--- src/rtl/hc283_serial_adder.sv ---
// Slice-serial adder/subtractor: one SLICE-bit adder reused over WIDTH/SLICE cycles, LSB first.
// Optional macro HC283_SUB_EN enables subtract mode (A + ~B + 1); otherwise Mode is ignored.
module hc283_serial_adder #(
  parameter int WIDTH = 16,
  parameter int SLICE = 4
) (
  input  logic             CLK,
  input  logic             RST_n,
  input  logic             Start,
  input  logic             Mode,
  input  logic             Cin,
  input  logic [WIDTH-1:0] DataIn1,
  input  logic [WIDTH-1:0] DataIn2,
  output logic             Busy,
  output logic             Done,
  output logic [WIDTH-1:0] DataOut,
  output logic             Cout,
  output logic             Ovf
);

  localparam int N  = WIDTH / SLICE;
  localparam int IW = (N > 1) ? $clog2(N) : 1;
  localparam logic [IW-1:0] LAST_IDX = IW'(N - 1);

  typedef enum logic {IDLE, RUN} stateType;

  stateType         state;
  logic [WIDTH-1:0] aReg;
  logic [WIDTH-1:0] bReg;
  logic [WIDTH-1:0] workSum;
  logic [WIDTH-1:0] nextSum;
  logic [WIDTH-1:0] bLoad;
  logic             carryReg;
  logic             cLoad;
  logic [IW-1:0]    sliceIdx;

  logic [SLICE-1:0] aSlices [N];
  logic [SLICE-1:0] bSlices [N];
  logic [SLICE-1:0] sliceA;
  logic [SLICE-1:0] sliceB;
  logic [SLICE-1:0] sliceSum;
  logic             sliceCout;
  logic             msbCin;

`ifdef HC283_SUB_EN
  // Subtraction is folded into the load: invert B and force the initial carry.
  assign bLoad = Mode ? ~DataIn2 : DataIn2;
  assign cLoad = Mode ? 1'b1 : Cin;
`else
  logic unusedMode;
  assign unusedMode = Mode;
  assign bLoad      = DataIn2;
  assign cLoad      = Cin;
`endif

  genvar gi;
  generate
    for (gi = 0; gi < N; gi++) begin : gSlice
      assign aSlices[gi] = aReg[gi*SLICE +: SLICE];
      assign bSlices[gi] = bReg[gi*SLICE +: SLICE];
      assign nextSum[gi*SLICE +: SLICE] =
        (sliceIdx == IW'(gi)) ? sliceSum : workSum[gi*SLICE +: SLICE];
    end
  endgenerate

  assign sliceA = aSlices[sliceIdx];
  assign sliceB = bSlices[sliceIdx];
  assign {sliceCout, sliceSum} = {1'b0, sliceA} + {1'b0, sliceB} + {{SLICE{1'b0}}, carryReg};

  // Carry into the word MSB, recovered from the top bit of the current slice.
  assign msbCin = sliceA[SLICE-1] ^ sliceB[SLICE-1] ^ sliceSum[SLICE-1];

  always_ff @(posedge CLK or negedge RST_n) begin
    if (!RST_n) begin
      state    <= IDLE;
      aReg     <= '0;
      bReg     <= '0;
      workSum  <= '0;
      carryReg <= 1'b0;
      sliceIdx <= '0;
      Busy     <= 1'b0;
      Done     <= 1'b0;
      DataOut  <= '0;
      Cout     <= 1'b0;
      Ovf      <= 1'b0;
    end else begin
      Done <= 1'b0;
      case (state)
        IDLE: begin
          if (Start) begin
            aReg     <= DataIn1;
            bReg     <= bLoad;
            carryReg <= cLoad;
            sliceIdx <= '0;
            Busy     <= 1'b1;
            state    <= RUN;
          end
        end
        RUN: begin
          workSum  <= nextSum;
          carryReg <= sliceCout;
          if (sliceIdx == LAST_IDX) begin
            DataOut <= nextSum;
            Cout    <= sliceCout;
            Ovf     <= msbCin ^ sliceCout;
            Done    <= 1'b1;
            Busy    <= 1'b0;
            state   <= IDLE;
          end else begin
            sliceIdx <= sliceIdx + 1'b1;
          end
        end
        default: state <= IDLE;
      endcase
    end
  end

endmodule
--- config.mk ---
export PLATFORM = sky130hd
export DESIGN_NAME = hc283_serial_adder
export DESIGN_NICKNAME = d
export VERILOG_FILES = /design/src/rtl/hc283_serial_adder.sv
export SDC_FILE = /design/constraint.sdc
export NUM_CORES = 1
export LEC_CHECK = 0
export ABC_AREA = 1
export BUFFER_PORTS_ARGS = -buffer_cell sky130_fd_sc_hd__buf_4
export CAP_MARGIN = 10
export CORE_MARGIN = 4
export CORE_UTILIZATION = 59
export DETAILED_ROUTE_END_ITERATION = 16
export PLACE_DENSITY_LB_ADDON = 0.25
export REMOVE_ABC_BUFFERS = 1
export SYNTH_ARGS = -nofsm -noshare
export SYNTH_HDL_FRONTEND = slang
export SYNTH_SLANG_ARGS = --single-unit
export TNS_END_PERCENT = 30
--- constraint.sdc ---
create_clock -name CLK -period 4.2 [get_ports CLK]
set_clock_uncertainty 0.05 [all_clocks]
set_input_delay 0.63 -clock CLK [delete_from_list [all_inputs] [get_ports CLK]]
set_output_delay 0.63 -clock CLK [all_outputs]
set_load 0.05 [all_outputs]
# Word-level counts from Yosys, hierarchy flattened
# Cells that the tools add are included.
dict set report word_totals {
  regBits 72
  input_bits 37
  output_inout_bits 20
  elab_cells 54
}
dict set report classes {
  add_sub_neg 3
  n_lt_le_gt_ge 1
  n_eq_ne 6
  n_mux 23
  n_bitwise 5
  reduce_logical 5
}
# cell n
set op_table {}
lappend op_table {{$mux 4} 8}
lappend op_table {{$bmux 4 s2} 2}
lappend op_table {{$reduce_and 2->1} 4}
lappend op_table {{$mux 1} 7}
lappend op_table {{$pmux 1 s2} 3}
lappend op_table {{$add 4x4->5} 1}
lappend op_table {{$add 5x1->5} 1}
lappend op_table {{$eq 2x2->1 const B} 2}
lappend op_table {{$mux 2} 2}
lappend op_table {{$ne 2x2->1 const B} 2}
lappend op_table {{$pmux 2 s2} 1}
lappend op_table {{$ge 3x3->1 const B} 1}
lappend op_table {{$not 2->3} 1}
lappend op_table {{$xor 1x1->1} 3}
lappend op_table {{$add 2x1->2 const B} 1}
lappend op_table {{$eq 2x1->1 const B} 1}
lappend op_table {{$logic_not 2->1} 1}
lappend op_table {{$ne 2x1->1 const B} 1}
lappend op_table {{$not 1->1} 1}

# Logic depth before layout (Yosys ltp)
dict set report logic_depth {
  word_depth 8
  ltp_mapped 11
  mapped_depth_nobuf 10
}

# Least setup slack after synthesis
# Ideal clock, no wire load.
dict set report synth_timing {
  kind {reg2reg}
  start {register sliceIdx[0]}
  end {register workSum[10]}
  setup_time_ps 135
  arrival_ps 2221
  required_time_ps 4015
  setup_slack_ps 1794
  stages_incl_launch_ff 11
  path_buffers 1
  period_less_slack_ps 2406
  cell_sequence {dfrtp_1 -> inv_2 -> buf_2 -> nor2_1 -> o22ai_1 -> fa_1 -> fa_1 -> xnor2_1 -> nand2_1 -> o21ai_0 -> o21ai_0}
}
dict set report synth_between {
  elab_chain_len 7
  elab_cells_between_ends 11
  cone_classes {add/sub: 2; eq/ne: 1; mux: 7; bitwise: 1}
}
# element line_no
set synth_rtl {}
lappend synth_rtl {{start, declared} 35} ;# logic [IW-1:0] sliceIdx;
lappend synth_rtl {{start signal, assigned} 110} ;# sliceIdx <= sliceIdx + 1'b1;
lappend synth_rtl {{$not 2->3 (implied by the code)} {66, 67}}
lappend synth_rtl {{$bmux 4 s2 (on tied branches)} {66, 67}}
lappend synth_rtl {{$mux 4 (on tied branches) (2 in series)} {66, 67}}
lappend synth_rtl {{$add 4x4->5} 68} ;# assign {sliceCout, sliceSum} = {1'b0, sliceA} + {1'b0, sliceB} + {{SLICE{1'b0}}, carryReg};
lappend synth_rtl {{$add 5x1->5} 68}
lappend synth_rtl {{$mux 4 (*)} 62} ;# (sliceIdx == IW'(gi)) ? sliceSum : workSum[gi*SLICE +: SLICE];
lappend synth_rtl {{end signal, assigned} 100} ;# workSum <= nextSum;
lappend synth_rtl {{end, declared} 30} ;# logic [WIDTH-1:0] workSum;
# Mark *: on every way between the ends. The rest lies on a longest branch, timed or not. The select of a mux whose other input is x is not followed.
# A chain may end at the register's enable or synchronous reset.

# Worst setup path after layout
dict set report layout_timing {
  start {register sliceIdx[1]}
  end {register DataOut[10]}
}
dict set report layout_between {
  elab_chain_len 7
  elab_cells_between_ends 13
  cone_classes {add/sub: 2; eq/ne: 2; mux: 7; bitwise: 1; reduce/logical: 1}
}
# element line_no
set layout_rtl {}
lappend layout_rtl {{$not 2->3 (implied by the code)} {66, 67}}
lappend layout_rtl {{$bmux 4 s2 (on tied branches)} {66, 67}}
lappend layout_rtl {{$mux 4 (on tied branches) (2 in series)} {66, 67}}
lappend layout_rtl {{$add 4x4->5} 68}
lappend layout_rtl {{$add 5x1->5} 68}
lappend layout_rtl {{$mux 4} 62}
lappend layout_rtl {{end signal, assigned} 103} ;# DataOut <= nextSum;
lappend layout_rtl {{end, declared} 16} ;# output logic [WIDTH-1:0] DataOut,
# Several ways; a longest one is shown, not always the timed one. The select of a mux whose other input is x is not followed.

==> metrics.md <==
| Metric | Value |
|---|---|
| Vias in the first global route | 2,240 |
| Synth Area per Inst | 10.5 µm² |
| Clock root cell | clkbuf_8 |
| Multi-input logic area | 0.00136 mm² |
| Crit path DAT | 3.23 ns |
| Post-CTS Setup Inserts | 0 |
| Status | completed |
| Ranking of synthesized cells by area | dfrtp_1 (53%), mux2_4 (14%), nand2_1 (8.6%), o21ai_0 (6.1%), ha_1 (2.7%) |
| Cells after Synth | 305 |
| Count of unique library cells instantiated by Yosys | 25 |
| Overflow after GRT | 0 |
| Crit-path max FO | 11 |
| Cell Rows | 26 |
| Synth area leader | dfrtp_1 |
| # resized after CTS | 0 |
| Critical path buffer and inverter count | 1 |
| Starting density of the core | 61.9% |
| Fmax | 326 MHz |
| Die height | 81.7 µm |
| Critical Path Sink Type | flip-flop |
| Worst path top cell family by delay | adder cells |
| IO Pins | 57 |
| First DRT Iteration DRCs | 148 |
| CTS hold repair buffers | 0 |
| Synth top area share | 53.1% |
| Post-Synthesis Cell Area | 0.00320 mm² |
| CP dominant cell by count | o21ai_0 |
| RD Place Congestion | 0.809 |
| Clk slew on worst S/H paths | 0.08 ns |
| Max clock buf depth | 2 |
| Min-delay worst type | input pin to async pin |
| WL/cell | 14.8 µm |
| Pin count of the biggest net entering global routing | 69 |
| CP startpoint kind | flip-flop |
| H-tree depth | 3 |
| Inserted Diodes | 0 |
| Vias/cell | 5.30 |
| Setup TNS | 0 ns |
| Clock latency on the worst-skew pair | 0.35 ns |
| Fin nets | 406 |
| CP Data Required Time | 4.37 ns |
| Die ar. | 0.00667 mm² |
| Seq/Total Area, Yosys | 53.1% |
| RSZ-0062 raised after global routing | false |
| Routed vias | 2,307 |
| Yosys warnings | 0 |
| Largest stage delay on the critical path | 0.57 ns |
| P&R area growth vs syn | 20.7% |
| Antenna viol nets, final | 0 |
| Worst slew pin tran | 0.840 ns |
| Core Box Area | 0.00517 mm² |
| Final HPWL DP | 4380 µm |
| Final min period | 3.06 ns |
| Sequential Area | 0.00170 mm² |
| I/O Buffers | 55 |
| DRT Wirelength | 6440 µm |
| First-pass GRT wire length | 10,600 µm |
| Critical-path top delay cell | dfrtp_1 |
| Initial antenna violation count | 0 |
| Final setup violation count | 0 |
| DRC Markers | 0 |
| Layout cells sized above 1 | 31.0% |
| Cells along the critical path | clkinv_1 -> o21ai_0 -> o22ai_1 -> fa_1 -> fa_1 -> xnor2_1 -> nand2_1 -> o21ai_0 -> o21ai_0 |
| Final-layout fill cell count | 390 |
| Max Cap Viol | 0 |
| Clock net sink count | 68 |
| Period utilisation layout | 73.0% |
| #FFs+latches synth | 68 |
| Hold Vio Cnt, Final | 0 |
| CTS tree | built |
| GRT Total Usage | 21.4% |
| 1st-pass router iterations | 4 |
| Total CTS buffers | 9 |
| WS Path Type | flip-flop to flip-flop |
| Max-slew headroom | 44.0% |
| Die W | 81.7 µm |
| Slew Limit Fails | 0 |
## synthesized netlist by cell type (all sizes together)
library cell   n
xnor2          1
inv           13
mux2          32
o211ai         1
nand2         75
nor2          20
o22ai          8
ha             7
nand3         17
o21ai         40
fa             2
clkbuf         3
clkinv         2
buf            9
a21oi          3
or2            4
dfrtp         68
## final cells by class
class	instances	share of cell area (%)
Clock buffer	9	3.20
Clock inverter	7	2.98
Inverter	15	1.59
Multi-Input combinational cell	210	35.1
Sequential cell	68	44.0
Tap cell	70	2.27
Timing Repair Buffer	56	10.9
## cells in the final DEF (no fill, tap or decap)
| cell | count |
|---|---|
| nand2_1 | 73 |
| dfrtp_1 | 68 |
| buf_4 | 56 |
| o21ai_0 | 39 |
| mux2_4 | 29 |
| nor2_1 | 20 |
| nand3_1 | 17 |
| inv_1 | 11 |
| clkbuf_8 | 9 |
| o22ai_1 | 8 |
| ha_1 | 7 |
| or2_2 | 4 |
| a21oi_1 | 3 |
| mux2_2 | 3 |
| bufinv_16 | 3 |
| inv_2 | 2 |
| fa_1 | 2 |
| clkinvlp_4 | 2 |
| clkinv_2 | 2 |
| clkinv_1 | 1 |
| nand2_2 | 1 |
| clkinv_4 | 1 |
| nand2_4 | 1 |
| xnor2_1 | 1 |
| o21ai_1 | 1 |
| o211ai_1 | 1 |
## path summary, 6_finish.rpt
kind                                         start                      end  slack [ns]  depth (start not counted)
hold reg to reg             workSum[3]$_DFFE_PN0P_   workSum[3]$_DFFE_PN0P_        0.43                          2
max in group asynchronous                    RST_n     aReg[12]$_DFFE_PN0P_        3.22                          1
hold / removal                               RST_n           Done$_DFF_PN0_        0.32                          1
min in group CLK            workSum[3]$_DFFE_PN0P_   workSum[3]$_DFFE_PN0P_        0.43                          2
setup / recovery           sliceIdx[1]$_DFFE_PN0P_  DataOut[10]$_DFFE_PN0P_        1.14                          9
setup reg to reg           sliceIdx[1]$_DFFE_PN0P_  DataOut[10]$_DFFE_PN0P_        1.14                          9
## metrics by stage
step | setup WS, ns | utilization, % | hold slack, ns | instance area [µm²] | cells
2_1_floorplan | 1.66 | - | 0.284 | 3120 | 293
3_3_place_gp | 1.26 | 70.1 | 0.403 | 3630 | 419
3_5_place_dp | 1.13 | 70.1 | 0.411 | 3630 | 419
4_1_cts | 1.10 | 74.7 | 0.346 | 3860 | 435
5_1_grt | 0.933 | 74.7 | 0.404 | 3860 | 435
6_report | 1.14 | 74.7 | 0.318 | 3860 | 435
## registers in the layout, indices dropped and copies added, names as in the netlist
signal    flops
Busy          1
state         1
sliceIdx      2
Done          1
Ovf           1
workSum      12
aReg         16
DataOut      16
bReg         16
Cout          1
carryReg      1
## per-layer routing
layer / routed length (µm) / track usage [%] / up-vias
li1: - / - / 1133
met1: 2790 / 28.3 / 1077
met2: 3100 / 32.8 / 80
met3: 393 / 3.84 / 17
met4: 155 / 13.1 / 0
met5: 0 / 0 / -
## logic make-up after synthesis
group           synth area share [%]
compound gates                  8.52
buf+inv                         4.53
mux                             14.7
simple gates                    14.9
flops                           53.1
xor+xnor                       0.274
fa+ha+maj                       3.99
Power is left out: the tool's default activity adds up to more than one toggle a clock period on the data nets, which glitch-free logic cannot reach.
